File: src/rtl/param_counter_pkg.sv
// ---------------------------------------------------------------------------
// param_counter_pkg
//   Shared types and helpers for the param_counter_bank slice:
//     rd_state_e  - read-port FSM states (IDLE, RESP)
//     mode_e      - counter overflow behaviour (MODE_WRAP, MODE_SATURATE)
//     next_count  - next count value plus hit indication for one increment
// ---------------------------------------------------------------------------
package param_counter_pkg;

  typedef enum logic {
    IDLE = 1'b0,
    RESP = 1'b1
  } rd_state_e;

  typedef enum logic {
    MODE_WRAP     = 1'b0,
    MODE_SATURATE = 1'b1
  } mode_e;

  typedef struct packed {
    logic        hit;
    logic [31:0] value;
  } next_t;

  // Arguments are widened to 33 bits so count + step never overflows for
  // any counter width up to 32.  Saturate mode reports a hit on reaching
  // the limit, so the flag marks the point where the channel stalls.
  function automatic next_t next_count(input logic [32:0] count,
                                       input logic [32:0] step,
                                       input logic [32:0] limit,
                                       input mode_e       mode);
    next_t       r;
    logic [32:0] sum;
    sum     = count + step;
    r.hit   = 1'b0;
    r.value = 32'(sum);
    if (mode == MODE_SATURATE) begin
      if (sum >= limit) begin
        r.hit   = 1'b1;
        r.value = 32'(limit);
      end
    end else if (sum > limit) begin
      r.hit   = 1'b1;
      r.value = 32'(sum - limit - 33'd1);
    end
    return r;
  endfunction

endpackage

File: src/rtl/param_counter_ch.sv
// ---------------------------------------------------------------------------
// param_counter_ch
//   One counter channel: count register, sticky wrap/saturate flag,
//   increment handshake and synchronous clear.
//   Ports:
//     clk, rst_n  - clock, synchronous active-low reset
//     inc_valid   - increment request
//     inc_ready   - increment accept (low only when saturated at LIMIT)
//     clr         - synchronous clear of count and flag (highest priority)
//     rd_clr      - flag clear from the read port (loses to a flag set)
//     count       - registered count value
//     flag        - sticky hit flag
// ---------------------------------------------------------------------------
module param_counter_ch
  import param_counter_pkg::*;
#(
  parameter int unsigned      WIDTH    = 8,
  parameter logic [WIDTH-1:0] LIMIT    = '1,
  parameter int unsigned      STEP     = 1,
  parameter logic             SATURATE = 1'b0
) (
  input  logic             clk,
  input  logic             rst_n,
  input  logic             inc_valid,
  input  logic             clr,
  input  logic             rd_clr,
  output logic             inc_ready,
  output logic [WIDTH-1:0] count,
  output logic             flag
);

  next_t nxt;
  logic  fire;

  assign inc_ready = !(SATURATE && (count == LIMIT));
  assign fire      = inc_valid && inc_ready;
  assign nxt       = next_count(33'(count), 33'(STEP), 33'(LIMIT),
                                SATURATE ? MODE_SATURATE : MODE_WRAP);

  always_ff @(posedge clk) begin
    if (!rst_n) begin
      count <= '0;
      flag  <= 1'b0;
    end else if (clr) begin
      count <= '0;
      flag  <= 1'b0;
    end else begin
      if (fire) begin
        count <= WIDTH'(nxt.value);
      end
      if (fire && nxt.hit) begin
        flag <= 1'b1;
      end else if (rd_clr) begin
        flag <= 1'b0;
      end
    end
  end

endmodule

File: src/rtl/param_counter_bank.sv
// ---------------------------------------------------------------------------
// param_counter_bank
//   NUM_CH independent event counters with a shared registered read port.
//   Optional feature macro: PARAM_COUNTER_SNAPSHOT_EN - when defined, snap
//   copies all counts into shadow registers and reads return shadow values;
//   when undefined, snap is ignored and reads return live counts.
//   Ports:
//     clk, rst_n              - clock, synchronous active-low reset
//     inc_valid / inc_ready   - per-channel increment handshake
//     clr                     - per-channel synchronous clear
//     flag                    - per-channel sticky wrap/saturate flag
//     rd_req_valid / _ready   - read request handshake, rd_ch selects channel
//     rsp_valid / rsp_ready   - read response handshake
//     rsp_data, rsp_err       - value read, out-of-range indication
//     snap                    - snapshot strobe (optional feature only)
// ---------------------------------------------------------------------------
module param_counter_bank
  import param_counter_pkg::*;
#(
  parameter  int unsigned NUM_CH           = 4,
  parameter  int unsigned WIDTH            = 8,
  parameter  int unsigned LIMIT            = 32'((64'd1 << WIDTH) - 64'd1),
  parameter  int unsigned STEP             = 1,
  parameter  logic        SATURATE         = 1'b0,
  parameter  logic        READ_CLEARS_FLAG = 1'b1,
  localparam int unsigned CH_W             = (NUM_CH > 1) ? $clog2(NUM_CH) : 1
) (
  input  logic              clk,
  input  logic              rst_n,
  input  logic [NUM_CH-1:0] inc_valid,
  output logic [NUM_CH-1:0] inc_ready,
  input  logic [NUM_CH-1:0] clr,
  output logic [NUM_CH-1:0] flag,
  input  logic              rd_req_valid,
  output logic              rd_req_ready,
  input  logic [CH_W-1:0]   rd_ch,
  output logic              rsp_valid,
  input  logic              rsp_ready,
  output logic [WIDTH-1:0]  rsp_data,
  output logic              rsp_err,
  input  logic              snap
);

  localparam logic [WIDTH-1:0] LIM = WIDTH'(LIMIT);

  rd_state_e         state;
  logic [WIDTH-1:0]  count  [NUM_CH];
  logic [WIDTH-1:0]  rd_src [NUM_CH];
  logic [WIDTH-1:0]  rd_val;
  logic [NUM_CH-1:0] rd_clr;
  logic              rd_accept;
  logic              rd_in_range;

  for (genvar g = 0; g < NUM_CH; g++) begin : g_ch
    param_counter_ch #(
      .WIDTH    (WIDTH),
      .LIMIT    (LIM),
      .STEP     (STEP),
      .SATURATE (SATURATE)
    ) u_ch (
      .clk       (clk),
      .rst_n     (rst_n),
      .inc_valid (inc_valid[g]),
      .clr       (clr[g]),
      .rd_clr    (rd_clr[g]),
      .inc_ready (inc_ready[g]),
      .count     (count[g]),
      .flag      (flag[g])
    );
  end

`ifdef PARAM_COUNTER_SNAPSHOT_EN
  logic [WIDTH-1:0] shadow [NUM_CH];

  // A read accepted alongside snap samples shadow before this update.
  always_ff @(posedge clk) begin
    if (!rst_n) begin
      shadow <= '{default: '0};
    end else if (snap) begin
      shadow <= count;
    end
  end

  assign rd_src = shadow;
`else
  logic unused_snap;
  assign unused_snap = snap;
  assign rd_src      = count;
`endif

  assign rd_accept   = (state == IDLE) && rd_req_valid;
  assign rd_in_range = 32'(rd_ch) < NUM_CH;

  always_comb begin
    rd_val = '0;
    rd_clr = '0;
    for (int unsigned i = 0; i < NUM_CH; i++) begin
      if (32'(rd_ch) == i) begin
        rd_val    = rd_src[i];
        rd_clr[i] = READ_CLEARS_FLAG && rd_accept;
      end
    end
  end

  always_ff @(posedge clk) begin
    if (!rst_n) begin
      state        <= IDLE;
      rsp_valid    <= 1'b0;
      rsp_data     <= '0;
      rsp_err      <= 1'b0;
      rd_req_ready <= 1'b1;
    end else begin
      case (state)
        IDLE: begin
          if (rd_req_valid) begin
            state        <= RESP;
            rsp_valid    <= 1'b1;
            rd_req_ready <= 1'b0;
            rsp_data     <= rd_in_range ? rd_val : '0;
            rsp_err      <= !rd_in_range;
          end
        end
        RESP: begin
          if (rsp_ready) begin
            state        <= IDLE;
            rsp_valid    <= 1'b0;
            rd_req_ready <= 1'b1;
          end
        end
        default: state <= IDLE;
      endcase
    end
  end

endmodule

File: config.mk
export PLATFORM = sky130hd
export DESIGN_NAME = param_counter_bank
export DESIGN_NICKNAME = d
export VERILOG_FILES = /design/src/rtl/param_counter_pkg.sv /design/src/rtl/param_counter_ch.sv /design/src/rtl/param_counter_bank.sv
export SDC_FILE = /design/constraint.sdc
export NUM_CORES = 1
export LEC_CHECK = 0
export CAP_MARGIN = 20
export CORE_MARGIN = 5
export CORE_UTILIZATION = 25
export CTS_CLUSTER_SIZE = 12
export DETAILED_ROUTE_END_ITERATION = 12
export GPL_TIMING_DRIVEN = 0
export SLEW_MARGIN = 10
export SYNTH_ARGS = -nofsm -noshare
export SYNTH_HDL_FRONTEND = slang
export SYNTH_SLANG_ARGS = --single-unit
File: constraint.sdc
create_clock -name clk -period 2.37 [get_ports clk]
set_input_delay 0.711 -clock clk [delete_from_list [all_inputs] [get_ports clk]]
set_output_delay 0.711 -clock clk [all_outputs]
set_load 0.01 [all_outputs]
==> summary.log <==
[synth] synth unique cells 38
[route] Detailed Route Iter0 Violations 55
[setup_path] class of the most critical setup path register to output pin
[route] average wire per standard cell 12.8 microns
[clocking] CTS Root Buffer Type sky130_fd_sc_hd__clkbuf_8
[global_routing] global-route track usage on met1 12.5%
[global_routing] initial antenna violation count 0
[clocking] clock-pin slew on the worst setup and hold paths 90 ps
[final_layout] layout cell share with drive strength beyond 1 10.4%
[synth] post-synthesis average cell area 8.82 sq um
[clocking] clock tree from TritonCTS done
[final_layout] number of standard cells in the layout, taps in and fillers out 409
[timing] worst setup skew after layout 9.92 ps
[synth] Post-Syn Area 2330 sq um
[synth] cell types occupying the most area after synthesis sky130_fd_sc_hd__dfxtp_1, sky130_fd_sc_hd__xor2_1, sky130_fd_sc_hd__nor2_1
[setup_path] crit path capture flag[2]
[place] routability-driven placement congestion ratio 0.813
[setup_path] nature of the critical path startpoint register
[route] number of DRC violations after detailed routing 0
[route] Detail Route Antenna Nets 0
[synth] Async SR Flop Fraction 0%
[setup_path] arrival time reported for the critical path endpoint 1310 ps
[setup_path] worst reg2reg path depth 6
[synth] Yosys warnings 0
[final_layout] area of all placed cells without fillers 2820 sq um
[outcome] status complete, no violations
[synth] number of cells produced by synthesis 264
[route] via count of the routed design 1917
[floorplan] Std-Cell Rows 35
[place] Port Buffers 23
[clocking] CTS H-tree depth 2
[global_routing] number of global-route vias before repair 1837
[timing] aggregate negative setup slack 0 ps
[timing] maximum clock frequency 0.496 GHz
[setup_path] worst-path maximum fanout 2
[synth] top cell types by occurrence after synthesis sky130_fd_sc_hd__dfxtp_1, sky130_fd_sc_hd__nor2_1, sky130_fd_sc_hd__xor2_1, sky130_fd_sc_hd__a21oi_1, sky130_fd_sc_hd__nand2_1
[floorplan] Die Ht 107 microns
[global_routing] grt met2 use 15.5%
[setup_path] data required time of the worst path 1660 ps
[synth] flip-flop and latch count after synthesis 47
[min_path] startpoint of the lowest-slack hold path g_ch[3].u_ch.flag
[timing] fraction of the cycle the final worst path needs 85.1%
[final_layout] post-layout net count 320
[floorplan] DIE WIDTH 107 microns
[synth] EDFF count, synth 0
[setup_path] minimum setup slack among reg-to-reg paths 610 ps
[place] placed cell area 2710 sq um
[clocking] TritonCTS Sinks 47
[setup_path] Cell Chain, Critical Path buf_4 > clkdlybuf4s50_1
[timing] slack of the critical path 353 ps
[clocking] clk_lat worst skew 300 ps
[timing] endpoints failing setup 0
[clocking] number of CTS-inserted buffers 5
[clocking] hold-fix buffer count after cts 0
[setup_path] Crit-path slowest cell sky130_fd_sc_hd__clkdlybuf4s50_1
[place] worst-case setup slack after placement 22.2 ps
[setup_path] launching element of the worst setup path g_ch[2].u_ch.flag
[global_routing] global-route wire length before repair 8.77 mm
[synth] top-count cell post-synth sky130_fd_sc_hd__dfxtp_1
[floorplan] Core Footprint 9150 sq um
[setup_path] startpoint of the most critical register-to-register path g_ch[0].u_ch.count[0]
[synth] area share of the leading cell type in the synthesized netlist 40.4%
[clocking] buffer levels on the longest clock path 2
[floorplan] die area 11300 sq um
[setup_path] number of buffers and inverters on the critical path 2
[power] Power Density 568 nW/um^2
[global_routing] total global routing track utilization 9.48%
[global_routing] met3 usage 2.25%
[clocking] total setup buffers inserted after CTS 0
[setup_path] stages on the worst setup path 2
[final_layout] area overhead of the layout relative to synthesis 21.2%
[final_layout] Diodes inserted 0
[timing] Final Max Slew Viols 0
[global_routing] largest net degree at the start of global routing 16
[route] detail-routed via count per cell 4.69
[setup_path] RR Endpoint g_ch[0].u_ch.flag
[setup_path] kind of end point of the critical path output pin
[setup_path] maximum cell stage delay along the critical path 520 ps
[place] Inst Count DP 401
[run] MaxCap Viol Count 0
[timing] unrepaired setup endpoints after global routing no
[timing] Hold Fails Final Rpt 0
[power] IR drop worst, VDD 0.000291 V
[timing] shortest clock period the worst path allows after layout 2020 ps
[floorplan] starting density of the core 25.4%
[clocking] number of gates given a new drive strength after cts 0
[route] Detailed Routing Iterations Pass 1 4
[route] drt total wl 5.22 mm
[synth] cell type with the largest total area after synthesis sky130_fd_sc_hd__dfxtp_1
[power] leakage power of the design 1.02 nW
[min_path] path class of the lowest-slack min-delay path register to register
[place] DP HPWL 3.98 mm
[global_routing] most used routing layer in global routing met2
[setup_path] gate family responsible for the most delay along the worst path buffers and inverters
[global_routing] Congestion Overflow GR 0
[floorplan] I/O pins 34
[synth] predominant post-synthesis flop cell sky130_fd_sc_hd__dfxtp_1
[synth] fraction of the yosys area taken by sequential cells 40.4%
-- flip-flops by register name, indices dropped and copies added, names as in the netlist --
name	cells
rd_req_ready	1
rsp_valid	1
rsp_data	8
g_ch.u_ch.count	32
g_ch.u_ch.flag	4
state	1
-- final cells by class --
type                            count  area, sq um
Buffer                             24          141
Clock buffer                        5         68.8
Clock inverter                      3         43.8
Fill cell                         950         6330
Inverter                            5         18.8
Multi-Input combinational cell    191         1240
Sequential cell                    47          941
Tap cell                          111          139
Timing Repair Buffer               23          230
-- metrics by stage --
stage | util (%) | power, mW | hold slack [ps]
4_1_cts | 30.8 | 1.61 | 471
6_report | 30.8 | 1.60 | 465
2_1_floorplan | - | 0.951 | 437
3_5_place_dp | 29.6 | 1.03 | 458
5_1_grt | 30.8 | 1.67 | 498
3_3_place_gp | 29.6 | 1.02 | 454
-- metal layers --
layer	up-vias	share of wire (%)
li1	983	-
met1	906	49
met2	21	47
met3	7	2.8
met4	0	1.1
met5	-	0
-- tightest hold or removal path: cells and delay by family, from the launching register on --
kind	cells	cell delay [ps]
flops	1	320
simple gates	1	50
compound gates	1	50
-- cell families (layout without fill, tap and decap cells) --
| family | Yosys count | count (layout) | synth area share [%] |
|---|---|---|---|
| AND/OR/NAND/NOR | 91 | 91 | 19.7 |
| AO/OA/AOI/OAI | 54 | 54 | 15.3 |
| flip-flops | 47 | 47 | 40.4 |
| buffers and inverters | 29 | 60 | 6.88 |
| XOR/XNOR | 26 | 26 | 9.78 |
| adder cells (fa/ha/maj) | 8 | 8 | 4.30 |
| multiplexers | 7 | 7 | 3.39 |
| other | 2 | 5 | 0.323 |
-- worst min path at each step --
stage,end,depth (start not counted)
6_report,g_ch[3].u_ch.flag,2
5_1_grt,g_ch[3].u_ch.flag,2
4_1_cts,g_ch[3].u_ch.flag,2
3_5_place_dp,g_ch[3].u_ch.flag,2
3_3_place_gp,g_ch[3].u_ch.flag,2
2_1_floorplan,g_ch[3].u_ch.flag,2
-- report_power, final --
group,internal (mW),switching (mW),total (mW)
clock network,0.314,0.281,0.595
registers,0.811,0.0207,0.832
logic,0.0858,0.0897,0.176
total,1.21,0.391,1.60
-- cell usage in the layout (no fill, tap or decap), drive strengths merged --
master and n:
o41ai 1, o22ai 8, dfxtp 47, clkinv 2, buf 17, o221ai 8
nand3 6, clkdlybuf4s50 23, xor2 22, a21oi 21, or3 5, nor2b 2
and4 1, clkbuf 12, xnor2 4, o31ai 1, nand4 11, nor4 1
and2 1, inv 5, a211oi 4, nor3 3, nand2 15, ha 8
o21ai 8, o211ai 2, bufinv 1, nor2 32, mux2 7, a222oi 1
nand2b 8, and3 6, conb 5
No activity file was read; power rests on OpenSTA's default activity.
